## config.mk

```make
export PLATFORM = sky130hd
export DESIGN_NAME = muldiv_sequencer
export DESIGN_NICKNAME = d
export VERILOG_FILES = /design/src/rtl/muldiv_pkg.sv /design/src/rtl/muldiv_step.sv /design/src/rtl/muldiv_sequencer.sv
export SDC_FILE = /design/constraint.sdc
export NUM_CORES = 1
export LEC_CHECK = 0
export ABC_CLOCK_PERIOD_IN_PS = 8500
export CAP_MARGIN = 20
export CORE_ASPECT_RATIO = 1.75
export CORE_MARGIN = 3
export CORE_UTILIZATION = 60
export DETAILED_ROUTE_END_ITERATION = 16
export PLACE_DENSITY = 0.92
export SLEW_MARGIN = 20
export SYNTH_ARGS = -nofsm -noshare
export SYNTH_HDL_FRONTEND = slang
export SYNTH_SLANG_ARGS = --single-unit
```

## constraint.sdc

```tcl
create_clock -name clk -period 8.5 [get_ports clk]
set_input_delay 1.275 -clock clk [delete_from_list [all_inputs] [get_ports clk]]
set_output_delay 1.275 -clock clk [all_outputs]
set_load 0.02 [all_outputs]
```

## src/rtl/muldiv_pkg.sv

```systemverilog
// -----------------------------------------------------------------------------
// muldiv_pkg
// Shared definitions for the HI/LO multiply/divide sequencer: op codes issued
// by the decoder, FSM state encoding and the default datapath width.
// Optional feature macro used by the sequencer: MULDIV_EARLY_EXIT_EN.
// -----------------------------------------------------------------------------
package muldiv_pkg;

    localparam int WIDTH_DEF = 32;
    localparam int CNT_W_DEF = 5;

    localparam logic [2:0] OP_MULT  = 3'd0;
    localparam logic [2:0] OP_MULTU = 3'd1;
    localparam logic [2:0] OP_DIV   = 3'd2;
    localparam logic [2:0] OP_DIVU  = 3'd3;
    localparam logic [2:0] OP_MTHI  = 3'd4;
    localparam logic [2:0] OP_MTLO  = 3'd5;

    typedef enum logic [1:0] {
        S_IDLE = 2'd0,
        S_CALC = 2'd1,
        S_FIX  = 2'd2,
        S_DONE = 2'd3
    } state_t;

endpackage

```

## src/rtl/muldiv_step.sv

```systemverilog
// -----------------------------------------------------------------------------
// muldiv_step
// Combinational single iteration of the unsigned multiply/divide datapath.
// The working value is a 2*WIDTH pair {ph, pl}:
//   multiply : ph = partial product high, pl = multiplier bits still to be
//              consumed (LSB first) with product bits shifting in from the top.
//   divide   : ph = partial remainder, pl = dividend bits still to be
//              consumed (MSB first) with quotient bits shifting in at the LSB.
// Ports:
//   i_is_div   1      select restoring-divide step (else shift-add multiply)
//   i_ph/i_pl  WIDTH  current working pair
//   i_b        WIDTH  multiplicand magnitude or divisor magnitude
//   o_ph/o_pl  WIDTH  working pair after one iteration
// -----------------------------------------------------------------------------
module muldiv_step
    import muldiv_pkg::*;
#(
    parameter int WIDTH = WIDTH_DEF
) (
    input  logic             i_is_div,
    input  logic [WIDTH-1:0] i_ph,
    input  logic [WIDTH-1:0] i_pl,
    input  logic [WIDTH-1:0] i_b,
    output logic [WIDTH-1:0] o_ph,
    output logic [WIDTH-1:0] o_pl
);

    logic [WIDTH:0] w_sum;
    logic [WIDTH:0] w_shifted;
    logic [WIDTH:0] w_diff;

    always_comb begin
        w_sum     = {1'b0, i_ph} + (i_pl[0] ? {1'b0, i_b} : '0);
        w_shifted = {i_ph, i_pl[WIDTH-1]};
        w_diff    = w_shifted - {1'b0, i_b};
        if (i_is_div) begin
            // remainder < divisor keeps w_shifted < 2*divisor, so bit WIDTH of
            // the difference is a clean borrow flag
            if (w_diff[WIDTH]) begin
                o_ph = w_shifted[WIDTH-1:0];
                o_pl = {i_pl[WIDTH-2:0], 1'b0};
            end else begin
                o_ph = w_diff[WIDTH-1:0];
                o_pl = {i_pl[WIDTH-2:0], 1'b1};
            end
        end else begin
            o_ph = w_sum[WIDTH:1];
            o_pl = {w_sum[0], i_pl[WIDTH-1:1]};
        end
    end

endmodule

```

## src/rtl/muldiv_sequencer.sv

```systemverilog
// -----------------------------------------------------------------------------
// muldiv_sequencer
// Multi-cycle controller for the HI/LO multiply/divide resource. Runs a radix-2
// shift-add multiply or restoring divide over WIDTH iterations, applies signs,
// owns HI/LO and raises busy to stall the core while an operation is in flight.
// Optional feature: define MULDIV_EARLY_EXIT_EN to leave CALC as soon as the
// remaining multiplier bits are all zero (multiply only).
// Ports:
//   clk       core clock, rising edge
//   reset     asynchronous active-low reset
//   start     issue pulse from the decoder
//   op        0 MULT, 1 MULTU, 2 DIV, 3 DIVU, 4 MTHI, 5 MTLO, 6-7 no-op
//   rs_data   multiplicand / dividend / MTHI-MTLO source
//   rt_data   multiplier / divisor
//   flush     abort back to IDLE, HI/LO untouched
//   busy      stall request
//   done      one-cycle completion pulse
//   div_zero  one-cycle pulse for a divide by zero (not issued)
//   hi, lo    HI/LO registers
// -----------------------------------------------------------------------------
// state  | meaning
// S_IDLE | waiting for start; MTHI/MTLO and divide-by-zero handled here
// S_CALC | one multiply/divide iteration per cycle
// S_FIX  | sign correction, HI/LO written on exit
// S_DONE | done pulse, result visible
// -----------------------------------------------------------------------------
module muldiv_sequencer
    import muldiv_pkg::*;
#(
    parameter int WIDTH = WIDTH_DEF,
    parameter int CNT_W = CNT_W_DEF
) (
    input  logic             clk,
    input  logic             reset,
    input  logic             start,
    input  logic [2:0]       op,
    input  logic [WIDTH-1:0] rs_data,
    input  logic [WIDTH-1:0] rt_data,
    input  logic             flush,
    output logic             busy,
    output logic             done,
    output logic             div_zero,
    output logic [WIDTH-1:0] hi,
    output logic [WIDTH-1:0] lo
);

    state_t           r_state;
    state_t           w_next;
    logic [CNT_W-1:0] r_cnt;
    logic [WIDTH-1:0] r_ph, r_pl, r_b;
    logic             r_is_div, r_sa, r_sb;
    logic [WIDTH-1:0] r_hi, r_lo;
    logic             r_busy, r_done, r_div_zero;
`ifdef MULDIV_EARLY_EXIT_EN
    logic [WIDTH-1:0] r_mrem;
`endif

    logic             w_is_div_op, w_signed, w_zero_div, w_issue, w_last;
    logic             w_a_neg, w_b_neg;
    logic [WIDTH-1:0] w_a_mag, w_b_mag;
    logic [WIDTH-1:0] w_step_ph, w_step_pl;
    logic [2*WIDTH-1:0] w_prod;
    logic [WIDTH-1:0] w_quo, w_rem;

    assign w_is_div_op = (op == OP_DIV) || (op == OP_DIVU);
    assign w_signed    = (op == OP_MULT) || (op == OP_DIV);
    assign w_zero_div  = w_is_div_op && (rt_data == '0);
    assign w_issue     = (r_state == S_IDLE) && start && !flush
                         && (op <= OP_DIVU) && !w_zero_div;
    assign w_a_neg     = w_signed && rs_data[WIDTH-1];
    assign w_b_neg     = w_signed && rt_data[WIDTH-1];
    assign w_a_mag     = w_a_neg ? -rs_data : rs_data;
    assign w_b_mag     = w_b_neg ? -rt_data : rt_data;

`ifdef MULDIV_EARLY_EXIT_EN
    // r_mrem still holds the bit consumed this cycle, so look above it
    assign w_last = (r_cnt == CNT_W'(WIDTH - 1))
                    || (!r_is_div && (r_mrem[WIDTH-1:1] == '0));
`else
    assign w_last = (r_cnt == CNT_W'(WIDTH - 1));
`endif

    muldiv_step #(.WIDTH(WIDTH)) u_step (
        .i_is_div (r_is_div),
        .i_ph     (r_ph),
        .i_pl     (r_pl),
        .i_b      (r_b),
        .o_ph     (w_step_ph),
        .o_pl     (w_step_pl)
    );

    always_ff @(posedge clk or negedge reset) begin
        if (!reset) r_state <= S_IDLE;
        else        r_state <= w_next;
    end

    always_comb begin
        w_next = r_state;
        if (flush) begin
            w_next = S_IDLE;
        end else begin
            case (r_state)
                S_IDLE:  if (w_issue) w_next = S_CALC;
                S_CALC:  if (w_last)  w_next = S_FIX;
                S_FIX:   w_next = S_DONE;
                S_DONE:  w_next = S_IDLE;
                default: w_next = S_IDLE;
            endcase
        end
    end

    always_comb begin
        w_prod = {r_ph, r_pl};
`ifdef MULDIV_EARLY_EXIT_EN
        // after an early exit the product sits (WIDTH-1-cnt) bits too high
        w_prod = w_prod >> (CNT_W'(WIDTH - 1) - r_cnt);
`endif
        if (r_sa ^ r_sb) w_prod = -w_prod;
        w_quo = (r_sa ^ r_sb) ? -r_pl : r_pl;
        w_rem = r_sa ? -r_ph : r_ph;
    end

    always_ff @(posedge clk or negedge reset) begin
        if (!reset) begin
            r_cnt      <= '0;
            r_ph       <= '0;
            r_pl       <= '0;
            r_b        <= '0;
            r_is_div   <= 1'b0;
            r_sa       <= 1'b0;
            r_sb       <= 1'b0;
            r_hi       <= '0;
            r_lo       <= '0;
            r_busy     <= 1'b0;
            r_done     <= 1'b0;
            r_div_zero <= 1'b0;
`ifdef MULDIV_EARLY_EXIT_EN
            r_mrem     <= '0;
`endif
        end else begin
            r_busy     <= (w_next == S_CALC) || (w_next == S_FIX);
            r_done     <= (w_next == S_DONE);
            r_div_zero <= (r_state == S_IDLE) && start && !flush && w_zero_div;

            if ((r_state == S_IDLE) && start && !flush) begin
                if (op == OP_MTHI) r_hi <= rs_data;
                if (op == OP_MTLO) r_lo <= rs_data;
            end

            if (w_issue) begin
                r_cnt    <= '0;
                r_ph     <= '0;
                r_is_div <= w_is_div_op;
                r_sa     <= w_a_neg;
                r_sb     <= w_b_neg;
                // multiply consumes the multiplier from pl; divide the dividend
                r_pl     <= w_is_div_op ? w_a_mag : w_b_mag;
                r_b      <= w_is_div_op ? w_b_mag : w_a_mag;
`ifdef MULDIV_EARLY_EXIT_EN
                r_mrem   <= w_b_mag;
`endif
            end else if ((r_state == S_CALC) && !flush) begin
                r_ph <= w_step_ph;
                r_pl <= w_step_pl;
                // counter holds on exit so FIX knows how many steps ran
                if (!w_last) r_cnt <= r_cnt + CNT_W'(1);
`ifdef MULDIV_EARLY_EXIT_EN
                r_mrem <= r_mrem >> 1;
`endif
            end else if ((r_state == S_FIX) && !flush) begin
                if (r_is_div) begin
                    r_hi <= w_rem;
                    r_lo <= w_quo;
                end else begin
                    r_hi <= w_prod[2*WIDTH-1:WIDTH];
                    r_lo <= w_prod[WIDTH-1:0];
                end
            end
        end
    end

    assign busy     = r_busy;
    assign done     = r_done;
    assign div_zero = r_div_zero;
    assign hi       = r_hi;
    assign lo       = r_lo;

endmodule

```

==> results.md <==
Job:
- Across the run, the number of max-cap violations was 0.

Worst setup path:
- The cell with the biggest individual delay on the critical path is sky130_fd_sc_hd__nor4b_1.
- The startpoint type of the worst setup path is an input port.
- Along the worst path, the maximum fanout reaches 97.
- For the worst setup path, the data required time is about 8800 ps.
- The delay of the slowest critical-path stage is 680 ps.
- The kind of end point of the critical path is a flop.
- For the worst setup path, the data arrival time is 4710 ps.
- Walking the worst path, the cells encountered are buf_2 > buf_4 > inv_1 > nor4b_1 > a31oi_4 > nor2_1 > buf_4 > and2_1 > nand2b_1 > nor2_1 > a2111oi_0.
- The critical path is of the in -> reg type.

Pwr:
- In this run the power density over the cells is 250.5 nW/µm².
- Power comes to around 4.4 mW.
- Across the VDD grid, the largest voltage drop is 0.0001402 V.
- The leakage power summed over all cells is 7.517 nW.

Yosys:
- In the synthesized netlist the async set-or-reset flop fraction comes to 100.0%.
- The Yosys step of the flow raised 0 warnings.
- After synthesis the netlist holds a flip-flop and latch count of 173.
- Summing every instance area after synthesis gives around 15000 µm².
- The synthesized instance count is 1951.
- Averaged over all synthesized cells, the footprint is 7.818 µm².
- The most used flip-flop cell after synthesis is sky130_fd_sc_hd__dfrtp_1.
- The part of the Yosys area used for sequential elements is 28.38%.
- The net count after synthesis is between 2k and 2.5k.
- In this run, synthesis inferred 0 flip-flops with an integrated enable.
- The number of distinct standard cells referenced by the synthesized netlist is 73.

Placement:
- The placer congestion estimate is 1.012.
- Detailed placement ended at an HPWL of 45810 µm.
- The number of buffers inserted by port buffering is 137.
- The post-detailed-placement cell area is 16690 µm².

Final layout:
- Cells with a size suffix above 1 make up 4.169% of the layout.
- The area added between synthesis and finish is 14.05%.
- Fill cells in the final layout number 2012.
- The layout net count is 2146.
- Summing all flip-flop and latch instances after layout gives between 4000 and 5000 µm².
- The multi-input combinational cells in the finished layout cover a total of 10240 µm².
- The post-route standard cell area excluding fillers is roughly 17000 µm².

Route:
- Before antenna repair, the detailed router went through 6 iterations.
- In the final routed layout, each cell accounts on average for 25.92 µm.
- The number of violations reported at the end of detailed-routing iteration 0 is 1696.
- The remaining antenna violation count is 0.
- Detailed routing inserted a total of 16.01k vias.
- In the routed design, unresolved DRC markers number 0.
- The via density per instance is ~6.9.
- After detailed routing, the total wire length is around 60000 µm.

Clock tree:
- The latest clock arrival within the worst-skew pair is 450 ps.
- Clock tree synthesis found a total of roughly 170 sinks.
- The clock transition at the registers of the reported paths is ~70 ps.
- After clock tree synthesis, the repair step resized 0 gates.
- In this run, post-CTS hold repair placed 0 buffers.
- The CTS tree is built.
- The H-tree was split into 4 levels.
- The clock buffer count from CTS is 17.
- The clock root buffer is sky130_fd_sc_hd__clkbuf_16.
- Counting along the longest clock path gives a buffer depth of 2.
- Buffers added to address setup during post-CTS repair amount to 0.

Die:
- The die width is 126.5 µm.
- Measured along the y axis, the die boundary spans 216.9 µm.
- The floorplan has 76 rows.
- The starting density of the core is 61.45%.
- The count of pins on the block boundary is 138.
- The die covers ~27000 µm².
- The floorplan step defined a core boundary enclosing 24820 µm².

STA:
- The final max-slew violation count came to 0.
- Setup repair after global routing left no endpoint under its margin.
- Hold timing on the final database bottoms out at a slack of 488.3 ps.
- The worst pin sits at a relative slew slack of 25.85%.
- The setup TNS is 0 ps.
- The fmax is around 230 MHz.
- Across the routed clock network, the largest skew measured is around 12 ps.
- The minimum clock period is 4392 ps.
- The number of endpoints with negative hold slack in the final report was 0.
- The transition at the pin with the smallest max-transition slack is between 1000 and 1500 ps.
- Setup violations remaining at the end of the flow were counted as 0.
- The portion of the clock cycle consumed by the worst path in the final layout is between 50% and 60%.

Global routing:
- The pin count of the biggest net entering global routing is approximately 110.
- Summed over all layers, the global routing overflow is 0.
- The initial antenna violation count is 1.
- The via count of the first global-routing pass is between 15k and 20k.
- The first global-routing pass estimated 89990 µm of wire.
- The total track usage is 42.83%.

Hold path:
- The kind of path behind the tightest hold check is reg -> reg.

Run status:
- The flow ran to the end, and the final reports show no timing, DRC or antenna violations.
## cell usage in the layout, fill, tap and decap left out, types with 71 or more instances in the layout
master / count
sky130_fd_sc_hd__dfrtp_1: 172
sky130_fd_sc_hd__clkdlybuf4s50_1: 135
sky130_fd_sc_hd__xnor2_1: 86
sky130_fd_sc_hd__o21ai_0: 201
sky130_fd_sc_hd__xor2_1: 91
sky130_fd_sc_hd__a21oi_1: 166
sky130_fd_sc_hd__mux2i_1: 93
sky130_fd_sc_hd__nor2_1: 180
sky130_fd_sc_hd__nand2_1: 219
sky130_fd_sc_hd__ha_1: 71
## logic make-up (layout without fill, tap and decap cells)
family                   Yosys count  count (layout)  share of synthesized area, %
adder cells (fa/ha/maj)           73              73                         6.087
other                              0               2                             0
buffers and inverters            187             251                         4.692
XOR/XNOR                         177             177                         10.16
multiplexers                      98              98                         6.472
flip-flops                       173             173                         28.38
AND/OR/NAND/NOR                  627             627                         19.19
AO/OA/AOI/OAI                    616             616                         25.01
## cell type report
class,instances,area share (%)
Multi-Input combinational cell,1591,58.86
Sequential cell,173,24.89
Timing Repair Buffer,158,8.955
Clock buffer,18,2.525
Tap cell,312,2.244
Inverter,61,1.316
Clock inverter,14,1.172
Antenna cell,2,0.02877
## report_power, final
part	internal [mW]	switching, mW	leakage [nW]
clock network	0.507	0.366	0.316
logic	0.846	1.33	5.03
registers	1.00	0.304	2.17
total	2.36	2.00	7.52
## per-layer routing
metal  part of all wire [%]  GRT usage, %  vias up
met5                      0             0        -
met4                     10         35.76        0
met3                    7.7         8.325      338
met2                     49         73.27      962
met1                     33         44.63     7582
li1                       -             -     7126
## metrics by stage
stage | utilization [%] | instances | setup slack [ps]
floorplan | - | 1951 | 4984
global placement | 67.23 | 2292 | 3829
detailed placement | 67.26 | 2292 | 3714
CTS | 69.85 | 2324 | 4153
global route | 70.09 | 2329 | 3793
finish | 70.09 | 2329 | 4108
## final timing paths
kind / start / end / slack (ps) / depth (start not counted)
worst max-delay path: op[1] / r_ph[31] / 4110 / 11
worst min-delay path: r_b[21] / r_b[21] / 490 / 2
worst max register to register: r_pl[0] / r_ph[27] / 4130 / 12
worst min register to register: r_b[21] / r_b[21] / 490 / 2
max in group asynchronous: reset / r_pl[18] / 6300 / 3
min in group asynchronous: reset / r_ph[9] / 850 / 1
## registers in the layout, indices dropped and copies added, names as in the netlist, 2 cells and up
name     flops
r_b         32
r_ph        32
r_state      2
r_cnt        5
r_pl        32
lo          32
hi          32
## cell usage after synthesis (all sizes together), types with 12 or more instances
library cell | number | area, µm²
o31ai | 22 | 192.7
ha | 71 | 888.4
o221ai | 13 | 113.9
xnor2 | 86 | 753.2
o21ai | 203 | 1016
nor2 | 181 | 679.4
nand4 | 12 | 75.07
nor2b | 14 | 87.58
a211oi | 22 | 165.2
mux2i | 93 | 930.9
buf | 17 | 75.07
nand2b | 21 | 131.4
a21o | 31 | 232.7
xor2 | 91 | 797.0
nor3 | 41 | 205.2
a21oi | 166 | 830.8
nand3 | 26 | 130.1
inv | 61 | 229.0
and3 | 14 | 87.58
nor4 | 25 | 168.9
dfrtp | 173 | 4329
nand2 | 219 | 822.0
o211ai | 42 | 315.3
a31oi | 14 | 87.58
clkbuf | 109 | 411.7
a22oi | 16 | 120.1
or4 | 13 | 105.1
or3 | 21 | 136.4
and2 | 15 | 93.84
## worst max-delay path: cells and delay by family
family	cells	cell delay, ps
buf+inv	4	1630
simple gates	5	1280
compound gates	2	530
No activity file was read; power rests on OpenSTA's default activity.
